==> config.mk <==
export PLATFORM = sky130hd
export DESIGN_NAME = single_for_src
export DESIGN_NICKNAME = d
export VERILOG_FILES = /design/src/rtl/single_for_src.sv
export SDC_FILE = /design/constraint.sdc
export NUM_CORES = 1
export LEC_CHECK = 0
export BUFFER_PORTS_ARGS = -buffer_cell sky130_fd_sc_hd__buf_2
export CORE_MARGIN = 3
export CORE_UTILIZATION = 40
export DETAILED_ROUTE_END_ITERATION = 7
export GPL_TIMING_DRIVEN = 0
export SYNTH_ARGS = -nofsm -noshare
export SYNTH_HDL_FRONTEND = slang
export SYNTH_SLANG_ARGS = --single-unit
==> constraint.sdc <==
create_clock -name sys_clk -period 4.63 [get_ports sys_clk]
set_clock_uncertainty 0.2 [all_clocks]
set_input_delay 0.463 -clock sys_clk [delete_from_list [all_inputs] [get_ports sys_clk]]
set_output_delay 0.463 -clock sys_clk [all_outputs]
set_load 0.01 [all_outputs]
==> src/rtl/single_for_src.sv <==
// rtl/single_for_src.sv - host byte buffer that drives one burst into the single_for accumulator
// Optional checker: define SINGLE_FOR_SRC_CHECK_EN to compare the returned sum against the streamed bytes.
module single_for_src #(
    parameter int DW      = 8,
    parameter int TIMEOUT = 8
) (
    input  logic          sys_clk,
    input  logic          sys_rst,
    input  logic          wr_en,
    input  logic [DW-1:0] wr_data,
    output logic          wr_ready,
    input  logic          start,
    output logic          busy,
    output logic          done,
    output logic          err,
    output logic [DW-1:0] result,
    output logic          add_en,
    output logic [3:0]    num,
    output logic [DW-1:0] data,
    input  logic          add_end,
    input  logic [DW-1:0] sum
);
    localparam int DEPTH = 16;
    localparam int TW    = $clog2(TIMEOUT + 1);

    typedef enum logic [2:0] {S_IDLE, S_KICK, S_STREAM, S_WAIT, S_DONE} state_t;

    state_t          state_q;
    logic [DW-1:0]   mem_q [DEPTH];
    logic [4:0]      count_q;
    logic [4:0]      idx_q;
    logic [TW-1:0]   tmo_q;
    logic            add_en_q, busy_q, done_q, err_q;
    logic [3:0]      num_q;
    logic [DW-1:0]   data_q, result_q;
    logic            wr_accept;
`ifdef SINGLE_FOR_SRC_CHECK_EN
    logic [DW-1:0]   exp_q;
`endif

    // start wins over a same-cycle write, so the write is refused here
    assign wr_ready  = (state_q == S_IDLE) && (count_q < 5'(DEPTH)) && !start;
    assign wr_accept = wr_en && wr_ready;

    always_ff @(posedge sys_clk) begin
        if (wr_accept) mem_q[count_q[3:0]] <= wr_data;
    end

    always_ff @(posedge sys_clk) begin
        if (sys_rst) begin
            state_q  <= S_IDLE;
            count_q  <= '0;
            idx_q    <= '0;
            tmo_q    <= '0;
            add_en_q <= 1'b0;
            busy_q   <= 1'b0;
            done_q   <= 1'b0;
            err_q    <= 1'b0;
            num_q    <= '0;
            data_q   <= '0;
            result_q <= '0;
`ifdef SINGLE_FOR_SRC_CHECK_EN
            exp_q    <= '0;
`endif
        end else begin
            add_en_q <= 1'b0;
            done_q   <= 1'b0;
            case (state_q)
                S_IDLE: begin
                    if (start && count_q != 5'd0) begin
                        state_q  <= S_KICK;
                        add_en_q <= 1'b1;
                        num_q    <= 4'(count_q - 5'd1);
                        busy_q   <= 1'b1;
                        err_q    <= 1'b0;
`ifdef SINGLE_FOR_SRC_CHECK_EN
                        exp_q    <= '0;
`endif
                    end else if (wr_accept) begin
                        count_q <= count_q + 5'd1;
                    end
                end
                S_KICK: begin
                    state_q <= S_STREAM;
                    data_q  <= mem_q[0];
                    idx_q   <= 5'd1;
`ifdef SINGLE_FOR_SRC_CHECK_EN
                    exp_q   <= exp_q + mem_q[0];
`endif
                end
                S_STREAM: begin
                    if (idx_q == count_q) begin
                        state_q <= S_WAIT;
                        data_q  <= '0;
                        tmo_q   <= '0;
                    end else begin
                        data_q  <= mem_q[idx_q[3:0]];
                        idx_q   <= idx_q + 5'd1;
`ifdef SINGLE_FOR_SRC_CHECK_EN
                        exp_q   <= exp_q + mem_q[idx_q[3:0]];
`endif
                    end
                end
                S_WAIT: begin
                    if (add_end) begin
                        state_q  <= S_DONE;
                        done_q   <= 1'b1;
                        result_q <= sum;
`ifdef SINGLE_FOR_SRC_CHECK_EN
                        err_q    <= (sum != exp_q);
`endif
                    end else if (tmo_q == TW'(TIMEOUT - 1)) begin
                        state_q <= S_DONE;
                        done_q  <= 1'b1;
                        err_q   <= 1'b1;
                    end else begin
                        tmo_q <= tmo_q + 1'b1;
                    end
                end
                S_DONE: begin
                    state_q <= S_IDLE;
                    busy_q  <= 1'b0;
                    num_q   <= '0;
                    count_q <= '0;
                end
                default: state_q <= S_IDLE;
            endcase
        end
    end

    assign add_en = add_en_q;
    assign num    = num_q;
    assign data   = data_q;
    assign busy   = busy_q;
    assign done   = done_q;
    assign err    = err_q;
    assign result = result_q;
endmodule

# After elaboration in Yosys (flattened, before gate mapping)
# Memories as Yosys holds them, arrays and structs flattened. A register that Yosys moved wholly into a read port is not among the register bits.
# Index checks and enable logic that the tools add are counted.
# word_totals
ff_bits	41
ram_bits	128
input_bits	21
output_inout_bits	25
wordCells	85
mem_count	1
# memory_table
name	words	word_bits	read_ports	rd_clocked_by_memory_dff	wr	line_no	source
mem_q	16	8	2	1	1	29	logic [DW-1:0] mem_q [DEPTH];
# op_classes
add_sub_neg	4
n_lt_le_gt_ge	1
n_eq_ne	15
muxes	31
bitwise_logic	2
n_reduce_logical	20
# op_table
operator	n
$mux W4	6
$pmux W5 S2	2
$pmux W4 S2	2
$pmux W8 S2	1
$mux W5	3
$ne A2 B2 Y1 const B	7
$mux W3	4
$pmux W3 S4	1
$add A5 B1 Y5 const B	2
$mux W1	9
$mux W8	1
$reduce_and A4 Y1	2
$reduce_bool A2 Y1	4
$eq A3 B2 Y1 const B	2
$reduce_and A2 Y1	3
$reduce_and A3 Y1	2
$eq A5 B5 Y1	1
$lt A5 B5 Y1 const B	1
$reduce_bool A5 Y1	1
$add A4 B1 Y4 const B	1
$eq A4 B3 Y1 const B	1
$logic_and A1 B1 Y1	4
$pmux W1 S2	2
$reduce_or A2 Y1	2
other kinds (8)	9

# Longest topological paths before layout
# Gate-level depths: netlist (run 1).
# logic_depth
ltp_word	7
ltp_mapped	8
mapped_depth_nobuf	8

# Least setup slack after synthesis (run 1)
# Ideal clock, no wire load.
# synth_timing
path_kind	input -> register
from	in start
to	mem mem_q[1][0], enable pin
setup_ns	0.383
arrival_ns	1.804
required_ns	4.047
path_slack_ns	2.243
path_stages	5
n_path_buf	0
cell_sequence	nor3b_1 > o21ai_0 > a21oi_2 > nand2_1 > nor3_1
# synth_via
elab_chain_cells	5
# synth_rtl
item	line_no	source
from (decl)	12	input logic start,
$logic_not A1 Y1	42	assign wr_ready = (state_q == S_IDLE) && (count_q < 5'(DEPTH)) && !start;
$logic_and A1 B1 Y1	42	
$logic_and A1 B1 Y1	43	assign wr_accept = wr_en && wr_ready;
$mux W1	46	if (wr_accept) mem_q[count_q[3:0]] <= wr_data;
$mux W1 (not written as such)	46	
to (decl)	29	
# Every way passes these cells.

# Worst setup path in the final report (run 1)
# layout_timing
from	reg state_q[0]
to	mem mem_q[0][1], enable pin
# layout_via
elab_chain_cells	6
# layout_rtl
item	line_no	source
from (decl)	28	state_t state_q;
from (signal assigned)	51	state_q <= S_IDLE;
from (signal assigned)	71	state_q <= S_KICK;
from (signal assigned)	84	state_q <= S_STREAM;
$logic_not A3 Y1	42	
$logic_and A1 B1 Y1 (2 in series)	42	
$logic_and A1 B1 Y1	43	
$mux W1	46	
$mux W1 (not written as such)	46	
# Every way passes these cells.

==> key figures, run 1 <==
Run status
  – Status: completed

STA
  – Fin. Hold Viols: 0
  – Worst Tran Pin Value: 1.38 ns
  – Total negative slack for setup checks: 0 ns
  – Final clock period utilization by the worst path: 65.1%
  – Minimum setup slack in the final design: 1.62 ns
  – Final worst path period need: 3.01 ns
  – Highest clock frequency the design can meet: 0.332 GHz
  – Final setup vio count: 0
  – Slew Limit Headroom: 7.26%
  – RSZ-0062 raised after global routing: false
  – Count of final max-slew check failures: 0

Pwr
  – Switching share of power: 22.1%
  – P_leak: 2.76 nW
  – Fraction of power consumed by combinational cells: 7.2%
  – Cell Pwr Density: 408 nW/µm²
  – Switching power of the nets: 0.732 mW
  – Share of total power in sequential cells: 51.4%
  – Maximum vdd drop: 0.000296 V
  – Internal portion of total power: 2.58 mW
  – Clock network power share: 41.5%

Min path
  – Cell depth of the worst min-delay path: 3
  – Worst min-delay path startpoint: sum[4]
  – Min-Delay Path Class: in -> reg
  – End point of the worst hold path: result[4]$_SDFFE_PP0P_

Route
  – Via count: 4022
  – Routed Antenna Nets: 0
  – Drt first pass iters: 6
  – Vias per cell: 5.37
  – Final Routed Wirelength: 14500 µm
  – Number of remaining DRC errors: 0
  – Avg WL per Cell: 19.4 µm
  – Drt first-iter violations: 300

Global routing
  – Maximum number of pins on one net before global-route repair: 17
  – Initial antenna violation count: 0
  – Total gr overflow: 0
  – First-pass GRT wire length: 23100 µm
  – Via count of the first global-routing pass: 4129
  – GRT Resource Usage Total: 15.6%

Place
  – Post-Place Cell Area: 7540 µm²
  – Post-placement worst setup slack: 1.41 ns
  – Half-perimeter wire length after placement: 10300 µm
  – Routability-driven placement congestion ratio: 0.862
  – Port-buffer cells: 44

Logic synthesis
  – Yosys reg bits: 173
  – Yosys warns: 0
  – Mean instance size in the synthesized netlist: 15.5 µm²
  – Synth top area share: 54.6%
  – Main area contributors after synthesis: edfxtp_1 55%, dfxtp_1 13%, mux4_2 10%, nand2_1 2.0%, a21oi_1 1.7%
  – Cell taking the most area after synthesis: edfxtp_1
  – Part of the Yosys area used for sequential elements: 67.4%
  – Count of flip-flops with a built-in enable after synthesis: 128
  – Post-synthesis instance total: 455
  – Post-synthesis async set-or-reset flop share: 0%
  – Synth Flop Type: edfxtp_1
  – Netlist area before placement: 7040 µm²
  – Distinct cell type count of the synthesized netlist: 53
  – Synthesized netlist net count: 483

Critical path
  – Reg-to-reg setup timing slack: 1.62 ns
  – Required @ worst endpoint: 4.46 ns
  – Logic depth of the worst setup path including buffers: 5
  – Worst setup path class: reg -> reg
  – Crit path launch type: flip-flop
  – Highest cell delay on the worst timing path: 1.08 ns
  – Worst reg2reg endpoint: mem_q[0][1]$_DFFE_PP_
  – Arrival time at the worst endpoint: 2.84 ns
  – Largest driver fanout on the critical path: 8
  – Sequence of cells on the critical path: nor2_2 > o21ai_0 > a21oi_2 > nand2_1 > nor3_1
  – Crit. End Element: flip-flop
  – Cell type group with the largest total delay on the critical path: simple AND/OR/NAND/NOR gates
  – Register-to-Register Path Depth: 5
  – Total buffers and inverters traversed by the critical path: 0
  – Reg2reg start: state_q[0]$_SDFFE_PP0P_
  – Slowest cell on the critical path: nor3_1

Layout
  – Fraction of final layout cells with drive strength greater than 1: 25.9%
  – Antenna diode instance count: 0
  – Synthesis-to-finish area growth: 15.3%
  – Final cell area excluding filler cells: 8120 µm²
  – Net total in the final layout: 546

Clocking
  – Count of hold-fix buffers inserted at cts: 0
  – Largest buffer count on any clock path: 2
  – Gates resized, CTS repair: 0
  – Clock-pin slew reported for the worst setup and hold paths after clock tree synthesis: 0.06 ns
  – Root Driver: clkbuf_16
  – Total CTS buffers: 17
  – Total number of H-tree levels: 4
  – CTS tree: done
  – CTS Sinks: 173
  – Clock latency of the later-clocked register in the worst-skew pair: 0.43 ns
  – Post-CTS Setup Bufs: 0

Die
  – Die W: 139 µm
  – Die footprint: 19200 µm²
  – Starting density of the core: 41.7%
  – Floorplan Core Area: 16900 µm²
  – Die Y-Extent: 139 µm
  – Io pins: 46
  – Placement Rows: 47

Job
  – Max cap viols: 0
metrics by stage:
stage / instances / power [mW] / util (%) / hold slack (ns)
finish: 749 / 3.31 / 48.1 / 0.0908
global route: 749 / 3.44 / 48.1 / 0.0795
CTS: 749 / 3.35 / 48.1 / 0.0693
detailed placement: 719 / 1.98 / 44.7 / 0.248
global placement: 719 / 1.97 / 44.6 / 0.240
floorplan: 455 / 1.89 / - / 0.261
layout make-up:
class | instances | area (µm²)
Buffer | 20 | 138
Clock buffer | 18 | 429
Clock inverter | 12 | 138
Fill cell | 1459 | 8760
Inverter | 7 | 26.3
Multi-Input combinational cell | 255 | 2140
Sequential cell | 173 | 4740
Tap cell | 220 | 275
Timing Repair Buffer | 44 | 220
synthesized netlist by cell type (all sizes together) (4+ instances only):
cell and n:
nand2b 6, mux2 5, xor2 4, o21ai 10, nor3 13, nand3 16
inv 7, o31a 4, ha 7, mux4 32, a21oi 29, edfxtp 128
and3 7, mux2i 6, a22oi 4, dfxtp 45, o211ai 4, xnor2 5
a22o 4, clkbuf 6, nand2 38, buf 14, nor2 30
power groups by stage:
stage | registers [mW] | logic (mW) | clock network, mW
3_3_place_gp | 1.73 | 0.233 | 0
5_1_grt | 1.70 | 0.260 | 1.48
6_report | 1.70 | 0.237 | 1.38
2_1_floorplan | 1.74 | 0.157 | 0
3_5_place_dp | 1.74 | 0.239 | 0
4_1_cts | 1.70 | 0.240 | 1.41
registers in the layout, indices dropped and copies added, names as in the netlist, 3 cells and up, named ones only:
name / flops
mem_q: 128
count_q: 5
data: 8
tmo_q: 4
result: 8
state_q: 3
idx_q: 5
num: 4
placed cells by master, fill, tap and decap left out, types with 5 or more instances in the layout:
cell	n
mux2i_1	6
a21oi_2	5
buf_6	5
mux4_2	32
a21oi_1	24
ha_1	7
inv_1	7
and3_1	7
buf_2	49
edfxtp_1	128
nand3_1	16
clkbuf_1	7
dfxtp_1	45
clkbuf_16	17
nor2_1	29
nand2_1	38
xnor2_1	5
o21ai_0	6
nor3_1	10
worst max-delay path by stage:
| stage | startpoint | endpoint | slack (ns) |
|---|---|---|---|
| floorplan | start | mem_q[1][0]$_DFFE_PP_ | 2.24 |
| global placement | start | mem_q[3][1]$_DFFE_PP_ | 1.34 |
| detailed placement | start | mem_q[0][2]$_DFFE_PP_ | 1.41 |
| CTS | count_q[4]$_SDFFE_PP0P_ | mem_q[0][4]$_DFFE_PP_ | 1.58 |
| global route | state_q[0]$_SDFFE_PP0P_ | mem_q[0][4]$_DFFE_PP_ | 1.41 |
| finish | state_q[0]$_SDFFE_PP0P_ | mem_q[0][1]$_DFFE_PP_ | 1.62 |
logic make-up (layout without fill, tap and decap cells):
logic type	Yosys count	count (layout)	synth area share, %
AO/OA/AOI/OAI	70	70	7.04
multiplexers	43	43	12.1
buffers and inverters	27	101	2.33
adder cells (fa/ha/maj)	7	7	1.24
flip-flops	173	173	67.4
AND/OR/NAND/NOR	126	126	8.75
XOR/XNOR	9	9	1.12
worst register-to-register path, delay by kind of cell (launching register included):
kind | cells | cell delay [ns]
DFF | 1 | 0.38
and+or+nand+nor | 3 | 1.58
AOI/OAI and AO/OA | 2 | 0.45
routing by layer:
layer	up-vias	routed length [µm]	share of wire (%)	global-route usage [%]
met5	-	0	0	0
met4	0	148	1.0	4.48
met3	17	726	5.0	4.24
met2	100	7290	50	26.1
met1	2019	6360	44	20.3
li1	1886	-	-	-
No activity file was read; power rests on OpenSTA's default activity.
==> run 2: changes to the inputs <==
==> constraint.sdc (replaced) <==
create_clock -name sys_clk -period 2.9 [get_ports sys_clk]
set_clock_uncertainty 0.2 [all_clocks]
set_input_delay 0.29 -clock sys_clk [delete_from_list [all_inputs] [get_ports sys_clk]]
set_output_delay 0.29 -clock sys_clk [all_outputs]
set_load 0.01 [all_outputs]
==> run 2 against run 1 <==
  * Final cell count increased by 1.1%
  * Global-route usage increased by 0.081 points
  * Sequential cell count unchanged
  * Combinational power increased by 63%
  * Hold slack got worse by 0.083 ns
  * Sequential share of layout area decreased by 0.61 points
  * Via count increased by 0.32%
  * Design area increased by 1.0%
  * First-iteration DRC count decreased by 1.7%
  * Critical path depth unchanged
  * Non-clock buffer count increased by 8
  * Critical endpoint is now mem_q[15][2]$_DFFE_PP_
  * Highest routed layer unchanged
==> key figures, run 2 (synthesis results as in run 1) <==
Clocking
  – Total number of H-tree levels: 4 (unchanged)
  – Total CTS buffers: 17 (unchanged)
  – Root Driver: clkbuf_16
  – CTS Sinks: 173 (unchanged)
  – Largest buffer count on any clock path: 2 (unchanged)
  – Clock latency of the later-clocked register in the worst-skew pair: 0.43 ns (about the same)
  – Clock-pin slew reported for the worst setup and hold paths after clock tree synthesis: 0.06 ns (about the same)
  – CTS tree: done
  – Post-CTS Setup Bufs: 0 (unchanged)

Pwr
  – Maximum vdd drop: 0.000473 V (+60%)
  – P_leak: 2.80 nW (+1.4%)
  – Cell Pwr Density: 647 nW/µm² (+58%)
  – Total Power: 5.30 mW (+60%)

STA
  – Final clock period utilization by the worst path: 92.2% (+27 points)
  – Count of final max-slew check failures: 0 (unchanged)
  – RSZ-0062 raised after global routing: false
  – Final worst path period need: 2.67 ns (-0.339 ns)
  – Highest clock frequency the design can meet: 0.374 GHz (+13%)
  – Fin. Hold Viols: 0 (unchanged)
  – Slew Limit Headroom: 41.7% (+34 points)
  – Worst Tran Pin Value: 0.871 ns (-0.509 ns)
  – Final setup vio count: 0 (unchanged)

Global routing
  – First-pass GRT wire length: 23200 µm (+0.48%)
  – Total gr overflow: 0 (unchanged)
  – Maximum number of pins on one net before global-route repair: 17 (unchanged)
  – Via count of the first global-routing pass: 4171 (+1.0%)
  – Initial antenna violation count: 0 (unchanged)
  – GRT Resource Usage Total: 15.7% (+0.081 points)

Critical path
  – Highest cell delay on the worst timing path: 0.72 ns (-0.36 ns)
  – Crit path launch type: flip-flop
  – Required @ worst endpoint: 2.75 ns (-1.71 ns)
  – Slowest cell on the critical path: nor2_1
  – Largest driver fanout on the critical path: 8 (unchanged)
  – Crit. End Element: flip-flop
  – Sequence of cells on the critical path: nor2_2 > o21ai_0 > a21oi_2 > nand2_1 > nor2_1
  – Total buffers and inverters traversed by the critical path: 0 (unchanged)
  – Worst setup path class: reg -> reg
  – Cell type group with the largest total delay on the critical path: simple AND/OR/NAND/NOR gates
  – Arrival time at the worst endpoint: 2.52 ns (-0.32 ns)

Route
  – Total met3 wirelength after detailed routing: 667 µm (-8.1%)
  – Drt first-iter violations: 295 (-1.7%)
  – Final Routed Wirelength: 14700 µm (+1.0%)
  – Routed length on met1: 6460 µm (+1.7%)
  – Vias per cell: 5.33 (-0.74%)
  – Via count: 4035 (+0.32%)
  – Routed Antenna Nets: 0 (unchanged)
  – Number of remaining DRC errors: 0 (unchanged)
  – Drt first pass iters: 5 (-1)
  – Highest metal used: met4
  – Total length of routed met2 wires: 7450 µm (+2.2%)
  – Avg WL per Cell: 19.4 µm (about the same)

Layout
  – Net total in the final layout: 554 (+1.5%)
  – Highest-count cells in the layout ignoring fill and taps: 128 x edfxtp_1, 49 x buf_2, 45 x dfxtp_1
  – Fraction of final layout cells with drive strength greater than 1: 25.7% (-0.20 points)
  – Flip-flop count of the largest register, all copies and words added: 128 (unchanged)
  – Most frequent standard cell in the layout excluding fill and tap cells: edfxtp_1
  – Antenna diode instance count: 0 (unchanged)
  – Non-Filler Instances: 757 (+1.1%)
  – Synthesis-to-finish area growth: 16.5%
  – Post-route core utilization: 48.6% (+0.50 points)

Die
  – Starting density of the core: 41.7% (unchanged)
  – Die W: 139 µm (unchanged)
  – Floorplan Core Area: 16900 µm² (unchanged)
  – Io pins: 46 (unchanged)
  – Placement Rows: 47 (unchanged)
  – Die footprint: 19200 µm² (unchanged)
  – Die Y-Extent: 139 µm (unchanged)

Run status
  – Status: completed

Job
  – Max cap viols: 0 (unchanged)

Min path
  – Min-Delay Path Class: in -> reg

Place
  – Half-perimeter wire length after placement: 10300 µm (unchanged)
  – # placed instances: 719 (unchanged)
  – Routability-driven placement congestion ratio: 0.862 (unchanged)
  – Port-buffer cells: 44 (unchanged)
run 2: metrics by stage:
step | TNS [ns] | setup WS [ns] | hold slack, ns | instance area (µm²)
global route | 0 | 0.00551 | 0.0226 | 8200
global placement | -4.90 | -0.222 | 0.240 | 7530
floorplan | 0 | 0.623 | 0.189 | 7040
detailed placement | -2.34 | -0.149 | 0.248 | 7540
finish | 0 | 0.227 | 0.00776 | 8200
CTS | 0 | 0.202 | 0.00116 | 8200
run 2: path summary, 6_finish.rpt:
kind	start	cells past startpoint	slack, ns	to
worst max-delay path	state_q[0]$_SDFFE_PP0P_	5	0.23	mem_q[15][2]$_DFFE_PP_
worst min-delay path	add_end	3	0.008	state_q[2]$_SDFFE_PP0P_
worst max register to register	state_q[0]$_SDFFE_PP0P_	5	0.23	mem_q[15][2]$_DFFE_PP_
worst min register to register	num[1]$_SDFFE_PP0P_	1	0.26	num[1]$_SDFFE_PP0P_
run 2: area by class of cell:
cell class	instances	area (µm²)
clock inverters	12	138
flip-flops and latches	173	4740
well taps	220	275
repair buffers	52	300
clock buffers	18	429
fillers	1446	8680
plain buffers	20	138
multi-input cells	255	2150
inverters	7	26.3
run 2: what timing repair did:
item | 4_1_cts | 5_1_grt
endpoints found under the hold margin | 8 | 0
endpoints found under the setup margin | 16 | 0
hold buffers | 8 | 0
gates resized for setup | 2 | 0
run 2: power breakdown:
group	switching, mW	total, mW	leakage (nW)	internal [mW]
sequential	0.0267	2.72	1.52	2.69
combinational	0.215	0.387	1.00	0.172
clock	0.929	2.20	0.275	1.27
total	1.17	5.30	2.80	4.13
run 2: routing by layer:
metal	vias up	track usage, %
met5	-	0
met4	0	4.48
met3	11	4.14
met2	96	26.5
met1	2026	20.2
li1	1902	-
run 2: tightest hold or removal path, delay by kind of cell:
family	cells	cell delay (ns)
buf+inv	1	0.12
simple gates	2	0.17
